--- src/rtl/bcd_counter_n.sv ---
// bcd_counter_n: parametrised N-digit BCD up/down counter with parallel load,
// synchronous clear to RESET_VAL, wrap or saturate at the range ends,
// carry/borrow pulses and sticky over/underflow flags.
// Optional feature macro: BCD_COUNTER_DIVMOD_EN -- when defined, an
// incremental mod-3 residue drives div3 and digit 0 drives div5; when
// undefined, div3 and div5 are tied low.
module bcd_counter_n #(
  parameter int DIGITS    = 3,
  parameter int RESET_VAL = 1,
  parameter int WRAP      = 1
) (
  input  logic                clk,
  input  logic                rst_n,
  input  logic                clear,
  input  logic                load,
  input  logic [4*DIGITS-1:0] load_val,
  input  logic                inc,
  input  logic                dec,
  output logic [4*DIGITS-1:0] count,
  output logic                carry_out,
  output logic                borrow_out,
  output logic                overflow,
  output logic                underflow,
  output logic                at_max,
  output logic                at_zero,
  output logic                div3,
  output logic                div5
);

  localparam int W = 4 * DIGITS;

  // Integer to packed BCD, digit 0 in the low nibble.
  function automatic logic [W-1:0] to_bcd(input int v);
    logic [W-1:0] res;
    int           t;
    res = '0;
    t   = v;
    for (int k = 0; k < DIGITS; k++) begin
      res[4*k +: 4] = 4'(t % 10);
      t = t / 10;
    end
    return res;
  endfunction

  // Any nibble above 9 becomes 9; legal digits pass through.
  function automatic logic [W-1:0] clamp_bcd(input logic [W-1:0] v);
    logic [W-1:0] res;
    res = v;
    for (int k = 0; k < DIGITS; k++) begin
      if (v[4*k +: 4] > 4'd9) res[4*k +: 4] = 4'd9;
    end
    return res;
  endfunction

  localparam logic [W-1:0] RESET_BCD = to_bcd(RESET_VAL);
  localparam logic [W-1:0] ALL9      = {DIGITS{4'h9}};
  localparam logic         RST_MAX   = (RESET_BCD == ALL9);
  localparam logic         RST_ZERO  = (RESET_VAL == 0);

  logic [W-1:0] r_count;
  logic         r_carry;
  logic         r_borrow;
  logic         r_ovf;
  logic         r_unf;
  logic         r_at_max;
  logic         r_at_zero;

  logic [W-1:0] w_cnt_inc;
  logic [W-1:0] w_cnt_dec;
  logic [W-1:0] w_load_bcd;
  logic         w_inc_only;
  logic         w_dec_only;
  logic [W-1:0] w_nxt_count;
  logic         w_nxt_carry;
  logic         w_nxt_borrow;
  logic         w_nxt_ovf;
  logic         w_nxt_unf;

  assign w_inc_only = inc & ~dec;
  assign w_dec_only = dec & ~inc;
  assign w_load_bcd = clamp_bcd(load_val);

  // Ripple +1 and -1 across the digits; a digit moves only when every lower
  // digit is at its roll-over value (9 going up, 0 going down).
  always_comb begin
    logic up_chain;
    logic dn_chain;
    w_cnt_inc = r_count;
    w_cnt_dec = r_count;
    up_chain  = 1'b1;
    dn_chain  = 1'b1;
    for (int k = 0; k < DIGITS; k++) begin
      if (up_chain) begin
        w_cnt_inc[4*k +: 4] = (r_count[4*k +: 4] == 4'd9) ? 4'd0
                                                           : r_count[4*k +: 4] + 4'd1;
      end
      if (dn_chain) begin
        w_cnt_dec[4*k +: 4] = (r_count[4*k +: 4] == 4'd0) ? 4'd9
                                                           : r_count[4*k +: 4] - 4'd1;
      end
      up_chain = up_chain & (r_count[4*k +: 4] == 4'd9);
      dn_chain = dn_chain & (r_count[4*k +: 4] == 4'd0);
    end
  end

  // Command priority: clear, then load, then a lone inc or dec. At a range
  // end the registered at_max/at_zero decide between wrap and saturate.
  always_comb begin
    w_nxt_count  = r_count;
    w_nxt_carry  = 1'b0;
    w_nxt_borrow = 1'b0;
    w_nxt_ovf    = r_ovf;
    w_nxt_unf    = r_unf;
    if (clear) begin
      w_nxt_count = RESET_BCD;
      w_nxt_ovf   = 1'b0;
      w_nxt_unf   = 1'b0;
    end else if (load) begin
      w_nxt_count = w_load_bcd;
      w_nxt_ovf   = 1'b0;
      w_nxt_unf   = 1'b0;
    end else if (w_inc_only) begin
      if (r_at_max) begin
        if (WRAP != 0) begin
          w_nxt_count = w_cnt_inc;
          w_nxt_carry = 1'b1;
        end else begin
          w_nxt_ovf = 1'b1;
        end
      end else begin
        w_nxt_count = w_cnt_inc;
      end
    end else if (w_dec_only) begin
      if (r_at_zero) begin
        if (WRAP != 0) begin
          w_nxt_count  = w_cnt_dec;
          w_nxt_borrow = 1'b1;
        end else begin
          w_nxt_unf = 1'b1;
        end
      end else begin
        w_nxt_count = w_cnt_dec;
      end
    end
  end

  // Count, pulses, sticky flags and end-of-range flags all update together.
  always_ff @(posedge clk or negedge rst_n) begin
    if (!rst_n) begin
      r_count   <= RESET_BCD;
      r_carry   <= 1'b0;
      r_borrow  <= 1'b0;
      r_ovf     <= 1'b0;
      r_unf     <= 1'b0;
      r_at_max  <= RST_MAX;
      r_at_zero <= RST_ZERO;
    end else begin
      r_count   <= w_nxt_count;
      r_carry   <= w_nxt_carry;
      r_borrow  <= w_nxt_borrow;
      r_ovf     <= w_nxt_ovf;
      r_unf     <= w_nxt_unf;
      r_at_max  <= (w_nxt_count == ALL9);
      r_at_zero <= (w_nxt_count == '0);
    end
  end

  assign count      = r_count;
  assign carry_out  = r_carry;
  assign borrow_out = r_borrow;
  assign overflow   = r_ovf;
  assign underflow  = r_unf;
  assign at_max     = r_at_max;
  assign at_zero    = r_at_zero;

`ifdef BCD_COUNTER_DIVMOD_EN
  // 10 = 1 (mod 3), so the digit sum has the same residue as the value.
  function automatic logic [1:0] mod3_bcd(input logic [W-1:0] v);
    int s;
    s = 0;
    for (int k = 0; k < DIGITS; k++) s = s + int'(v[4*k +: 4]);
    return 2'(s % 3);
  endfunction

  localparam logic [1:0] RST_RES = 2'(RESET_VAL % 3);
  localparam logic       RST_D5  = ((RESET_VAL % 5) == 0);

  logic [1:0] r_res;
  logic       r_div3;
  logic       r_div5;
  logic [1:0] w_nxt_res;

  // Residue follows the count by +/-1; both wraps land on a multiple of 3
  // (0 or all-9s) so the residue is forced to 0 there.
  always_comb begin
    w_nxt_res = r_res;
    if (clear) begin
      w_nxt_res = RST_RES;
    end else if (load) begin
      w_nxt_res = mod3_bcd(w_load_bcd);
    end else if (w_inc_only) begin
      if (r_at_max) begin
        if (WRAP != 0) w_nxt_res = 2'd0;
      end else begin
        w_nxt_res = (r_res == 2'd2) ? 2'd0 : r_res + 2'd1;
      end
    end else if (w_dec_only) begin
      if (r_at_zero) begin
        if (WRAP != 0) w_nxt_res = 2'd0;
      end else begin
        w_nxt_res = (r_res == 2'd0) ? 2'd2 : r_res - 2'd1;
      end
    end
  end

  // Divisibility flags registered in step with the count.
  always_ff @(posedge clk or negedge rst_n) begin
    if (!rst_n) begin
      r_res  <= RST_RES;
      r_div3 <= (RST_RES == 2'd0);
      r_div5 <= RST_D5;
    end else begin
      r_res  <= w_nxt_res;
      r_div3 <= (w_nxt_res == 2'd0);
      r_div5 <= (w_nxt_count[3:0] == 4'd0) || (w_nxt_count[3:0] == 4'd5);
    end
  end

  assign div3 = r_div3;
  assign div5 = r_div5;
`else
  assign div3 = 1'b0;
  assign div5 = 1'b0;
`endif

endmodule

--- config.mk ---
export PLATFORM = sky130hd
export DESIGN_NAME = bcd_counter_n
export DESIGN_NICKNAME = d
export VERILOG_FILES = /design/src/rtl/bcd_counter_n.sv
export SDC_FILE = /design/constraint.sdc
export NUM_CORES = 1
export LEC_CHECK = 0
export ABC_CLOCK_PERIOD_IN_PS = 4100
export BUFFER_PORTS_ARGS = -buffer_cell sky130_fd_sc_hd__buf_2
export CORE_MARGIN = 3
export CORE_UTILIZATION = 33
export CTS_CLUSTER_DIAMETER = 100
export DETAILED_ROUTE_END_ITERATION = 10
export PLACE_DENSITY = 0.57
export SYNTH_ARGS = -nofsm -noshare
export SYNTH_HDL_FRONTEND = slang
export SYNTH_SLANG_ARGS = --single-unit
--- constraint.sdc ---
create_clock -name clk -period 4.1 [get_ports clk]
set_input_delay 0.82 -clock clk [delete_from_list [all_inputs] [get_ports clk]]
set_output_delay 0.82 -clock clk [all_outputs]
set_load 0.02 [all_outputs]
# Yosys cells after proc, flatten, opt, wreduce, memory -nomap -nowiden
# Index checks and enable logic that the tools add are counted.
word_totals:
  out_inout_bits: 20
  elab_cells: 58
  ff_bits: 17
  inputBits: 18
op_classes:
  n_reduce_logical: 5
  eq_ne: 4
  bitwise: 6
  n_lt_le_gt_ge: 3
  n_addsub: 6
  n_mux: 28
op_table:
  columns: ["op", "count"]
  rows:
  - ["$mux W4", 13]
  - ["$mux W12", 4]
  - ["$add A4 B1 Y4 const B", 3]
  - ["$eq A12 B12 Y1 const B", 1]
  - ["$eq A4 B4 Y1 const B", 3]
  - ["$gt A4 B4 Y1 const B", 3]
  - ["$logic_not A12 Y1", 1]
  - ["$logic_not A4 Y1", 3]
  - ["$sub A4 B1 Y4 const B", 3]
  - ["$mux W1", 11]
  - ["$and A1 B1 Y1", 4]
  - ["$not A1 Y1", 2]
  - ["$reduce_bool A2 Y1", 1]

# Logic depth before layout (Yosys ltp)
depth:
  depth_word: 8
  mapped_depth: 10
  ltp_nobuf: 9

# Worst setup path after synthesis
# OpenSTA, ideal clock, no wires.
synth_timing:
  path_kind: "input to register"
  startpoint: "input dec"
  endpoint: "register r_at_zero (netlist: at_zero)"
  path_buffers: 1
  cell_stages: 8
  arrival_ps: 2278
  setup_ps: 121
  required_time_ps: 3979
  setup_slack_ps: 1701
  cell_sequence: "buf_2 nor4b_4 nand3_2 o31a_1 a22oi_2 o21ai_1 nand4b_1 and4b_1"
synth_between:
  elab_chain_cells: 6
  word_cells_on_any_way: 8
  classes_between: "mux: 4; bitwise: 3; reduce/logical: 1"
synth_rtl:
  columns: ["element", "line", "rtl"]
  rows:
  - ["start, declared", "18", "input logic dec,"]
  - ["$and A1 B1 Y1 or $not A1 Y1 (tied branches)", "80, 79", null]
  - ["$mux W12 or $and A1 B1 Y1 (tied branches)", "133, 79", null]
  - ["$mux W12 *", "122", "end else if (w_inc_only) begin"]
  - ["$mux W12 *", "118", "end else if (load) begin"]
  - ["$mux W12 *", "114", "if (clear) begin"]
  - ["$logic_not A12 Y1 *", "164", "r_at_zero <= (w_nxt_count == '0);"]
  - ["end signal, assigned", "164", null]
  - ["end, declared", "66", "logic r_at_zero;"]
# Every way passes the cells marked *; elsewhere a longest branch is shown, timed or not.
# A chain may end at the register's enable or synchronous reset.

# Final worst setup path
layout_timing:
  startpoint: "input inc"
  endpoint: "register r_at_max (netlist: at_max)"
layout_between:
  elab_chain_cells: 7
  word_cells_on_any_way: 8
  classes_between: "eq/ne: 1; mux: 4; bitwise: 3"
layout_rtl:
  columns: ["element", "line", "rtl"]
  rows:
  - ["start, declared", "17", "input logic inc,"]
  - ["$not A1 Y1", "80", "assign w_dec_only = dec & ~inc;"]
  - ["$and A1 B1 Y1", "80", null]
  - ["$mux W12", "133", "end else if (w_dec_only) begin"]
  - ["$mux W12 *", "122", null]
  - ["$mux W12 *", "118", null]
  - ["$mux W12 *", "114", null]
  - ["$eq A12 B12 Y1 *", "163", "r_at_max <= (w_nxt_count == ALL9);"]
  - ["end signal, assigned", "163", null]
  - ["end, declared", "65", "logic r_at_max;"]
# Marks and branches as above.

==> impl_metrics.csv <==
group,metric,value,unit
power_and_ir_drop,p_seq_frac,0.393,
sta,fmax,0.3912,GHz
sta,min_period,2.557,ns
placement,io_buffers,33,
run_status,status,"finished, final reports clean",
logic_synthesis,synth_largest_area_cell,"dfrtp_1",
drt,drtIter0Drc,160,
critical_path,cp-start-kind,"primary input",
floorplan,die_width,75.42,microns
drt,vias_per_cell,5.691,
critical_path,cp.arrival,2.71,ns
power_and_ir_drop,p_int,308.0,uW
final_layout,multi_input_area,1028,sq um
final_layout,n_antenna_cell,0,
sta,fin_crit_sh,0.6235,
logic_synthesis,synthTopCellsByCount,"17 x inv_1, 17 x nor2_1, 15 x dfrtp_1",
critical_path,critPathBufInv,1,
drt,routed_wirelength,4308,microns
critical_path,critPathMaxStageDelay,0.57,ns
sta,setup-violations-final,0,
critical_path,path_cells,"buf_2 > nor2b_1 > and2_4 > a221o_1 > nand3_1 > o21ai_1 > nand4b_1 > nor4_1",
sta,finalSetupTns,0,ns
clock_network,cts.htree.levels,1,
floorplan,die-area,5688,sq um
power_and_ir_drop,vdd_drop_max,0.1923,mV
final_layout,final_area,1783,sq um
logic_synthesis,syn_inst,196,
drt,drcViolationCount,0,
clock_network,cts.path.max_buffers,2,
sta,hold_viol,0,
critical_path,path_class,"primary input to flop",
final_layout,fin_nets,249,
floorplan,io_pins,38,
sta,worst_pin_slew,0.6576,ns
power_and_ir_drop,power.density,267.7,nW/um^2
power_and_ir_drop,switching_share,0.3548,
clock_network,cts_setup_buffers,0,
floorplan,initial_core_util,0.3531,
floorplan,core_area,4504,sq um
clock_network,cts_hold_buffers,0,
clock_network,path_clk_slew,0.07,ns
critical_path,setup.worst_path.start,"inc",
global_route,grt_pass1_vias,1423,
global_route,grt_pass1_wl,7003,microns
sta,finalClockSkew,0.005402,ns
logic_synthesis,synth_top_area_share,0.2360,
clock_network,cts_resized,0,
worst_hold_path,min_path_type,"primary input to async pin",
power_and_ir_drop,p_sw,169.4,uW
run,cap_viol_max_count,0,
clock_network,clockRootBuffer,"clkbuf_8",
critical_path,ff2ff_setup_slack,1.62,ns
critical_path,r2r-start,"count[4]",
clock_network,clkLatencyLatePin,0.26,ns
critical_path,crit_required,4.25,ns
logic_synthesis,ys_seq_area_frac,0.2526,
final_layout,fillers,477,
global_route,overflow,0,
power_and_ir_drop,pwr-share-clk,0.301,
logic_synthesis,synth_edf_count,0,
final_layout,drive_gt1_frac,0.2364,
placement,place_hpwl,3305,microns
global_route,antenna_found_initial,0,
critical_path,crit_path_max_fanout,9,
logic_synthesis,yosys_warnings,0,
logic_synthesis,ys.flop_type,"dfrtp_1",
power_and_ir_drop,power_frac_comb,0.306,
critical_path,worst-path-stages,8,
critical_path,r2r_cells,9,
placement,finalWeightedCongestion,0.9404,
clock_network,cts_tree,"done",
placement,placed_area,1728,sq um
critical_path,slowest_stage,"nor2b_1",
clock_network,cts_made_buffers,3,
floorplan,core.rowCount,24,
critical_path,path_delay_family,"simple AND/OR/NAND/NOR gates",
logic_synthesis,synth_async_sr_flop_share,1.000,
sta,slew_headroom,0.5607,
logic_synthesis,syn_area_per_cell,8.114,sq um
drt,wl_per_cell,15.84,microns
drt,firstDrtPassIters,4,
critical_path,end_kind,"flop",
final_layout,ff_latch_area,401.6,sq um
logic_synthesis,ys_types,61,
final_layout,area_growth,12.12,%
clock_network,cts.sinks,16,
logic_synthesis,yosys-top-cells-area,"dfrtp_1 24%, ha_1 7.9%, o21ai_0 4.4%, inv_1 4.0%, nor2_1 4.0%",
drt,vias,1548,
logic_synthesis,syn-cell-area,1590,sq um
logic_synthesis,ys_ff_latch,16,
sta,rsz0062_at_grt,"false",
floorplan,fp.dieH,75.42,microns
global_route,grt_max_degree,21,
power_and_ir_drop,leakage,0.0008126,uW
global_route,grt_usage,0.1609,
critical_path,r2r_end,"at_zero",
sta,slew_viol_final,0,
drt,antenna_left,0,
==> per-layer routing <==
layer  track usage  up-vias  wire, microns
li1              -      756              -
met1        0.2295      741           2081
met2        0.2550       46           1968
met3       0.02111        5            217
met4       0.04466        0             41
met5             0        -              0
==> state kept, by name, summed over array words and instances, names as in the netlist <==
name,flops
count,12
at_max,1
at_zero,1
carry_out,1
borrow_out,1
==> cell usage in the layout (no fill, tap or decap), types with 3 or more instances in the layout <==
cell type,synthesis,final
a211oi_1,3,3
nand2b_1,4,4
nor2b_1,4,4
ha_1,10,10
nor3_1,6,6
buf_2,5,33
clkbuf_8,0,4
a31oi_1,4,4
o21ai_1,3,3
dfrtp_1,15,15
conb_1,1,4
a21oi_1,8,8
o21ai_0,14,14
inv_1,17,17
nand3_1,8,8
nor2_1,17,17
nand2_1,10,10
==> worst max path at each step <==
stage	slack, ns	end
2_1_floorplan	1.70	at_zero
3_3_place_gp	1.35	at_max
3_5_place_dp	1.31	at_max
4_1_cts	1.60	at_max
5_1_grt	1.46	at_zero
6_report	1.54	at_max
==> logic make-up after synthesis <==
family,synth area share
xor gates and xnor gates,0.005508
adders and majority gates,0.07868
and+or+nand+nor,0.2738
buffers and inverters,0.1078
AOI/OAI and AO/OA,0.2667
other,0.002358
muxes,0.01259
DFF,0.2526
==> power by group through the flow <==
stage / Sequential, uW / Combinational [uW] / Clock [uW]
finish: 188 / 146 / 144
global route: 190 / 162 / 157
global placement: 191 / 147 / 0
floorplan: 192 / 105 / 0
detailed placement: 190 / 145 / 0
CTS: 187 / 147 / 148
==> layout make-up <==
| class | count | share of cell area |
|---|---|---|
| clock buffer | 4 | 0.03088 |
| inverter | 18 | 0.03789 |
| multi-input combinational | 149 | 0.5768 |
| sequential | 16 | 0.2253 |
| tap | 52 | 0.03649 |
| timing repair buffer | 33 | 0.09263 |
==> through the flow <==
stage                 util  hold slack (ns)  worst slack [ns]  power [uW]  cells
finish              0.3958           0.4618             1.543       477.3    272
floorplan                -           0.5244             1.701       297.3    199
detailed placement  0.3836           0.5306             1.311       335.5    268
global route        0.3958           0.4786             1.456       508.7    272
CTS                 0.3958           0.4772             1.596       481.4    272
global placement    0.3836           0.5547             1.347       337.4    268
No activity file was read; power rests on OpenSTA's default activity.
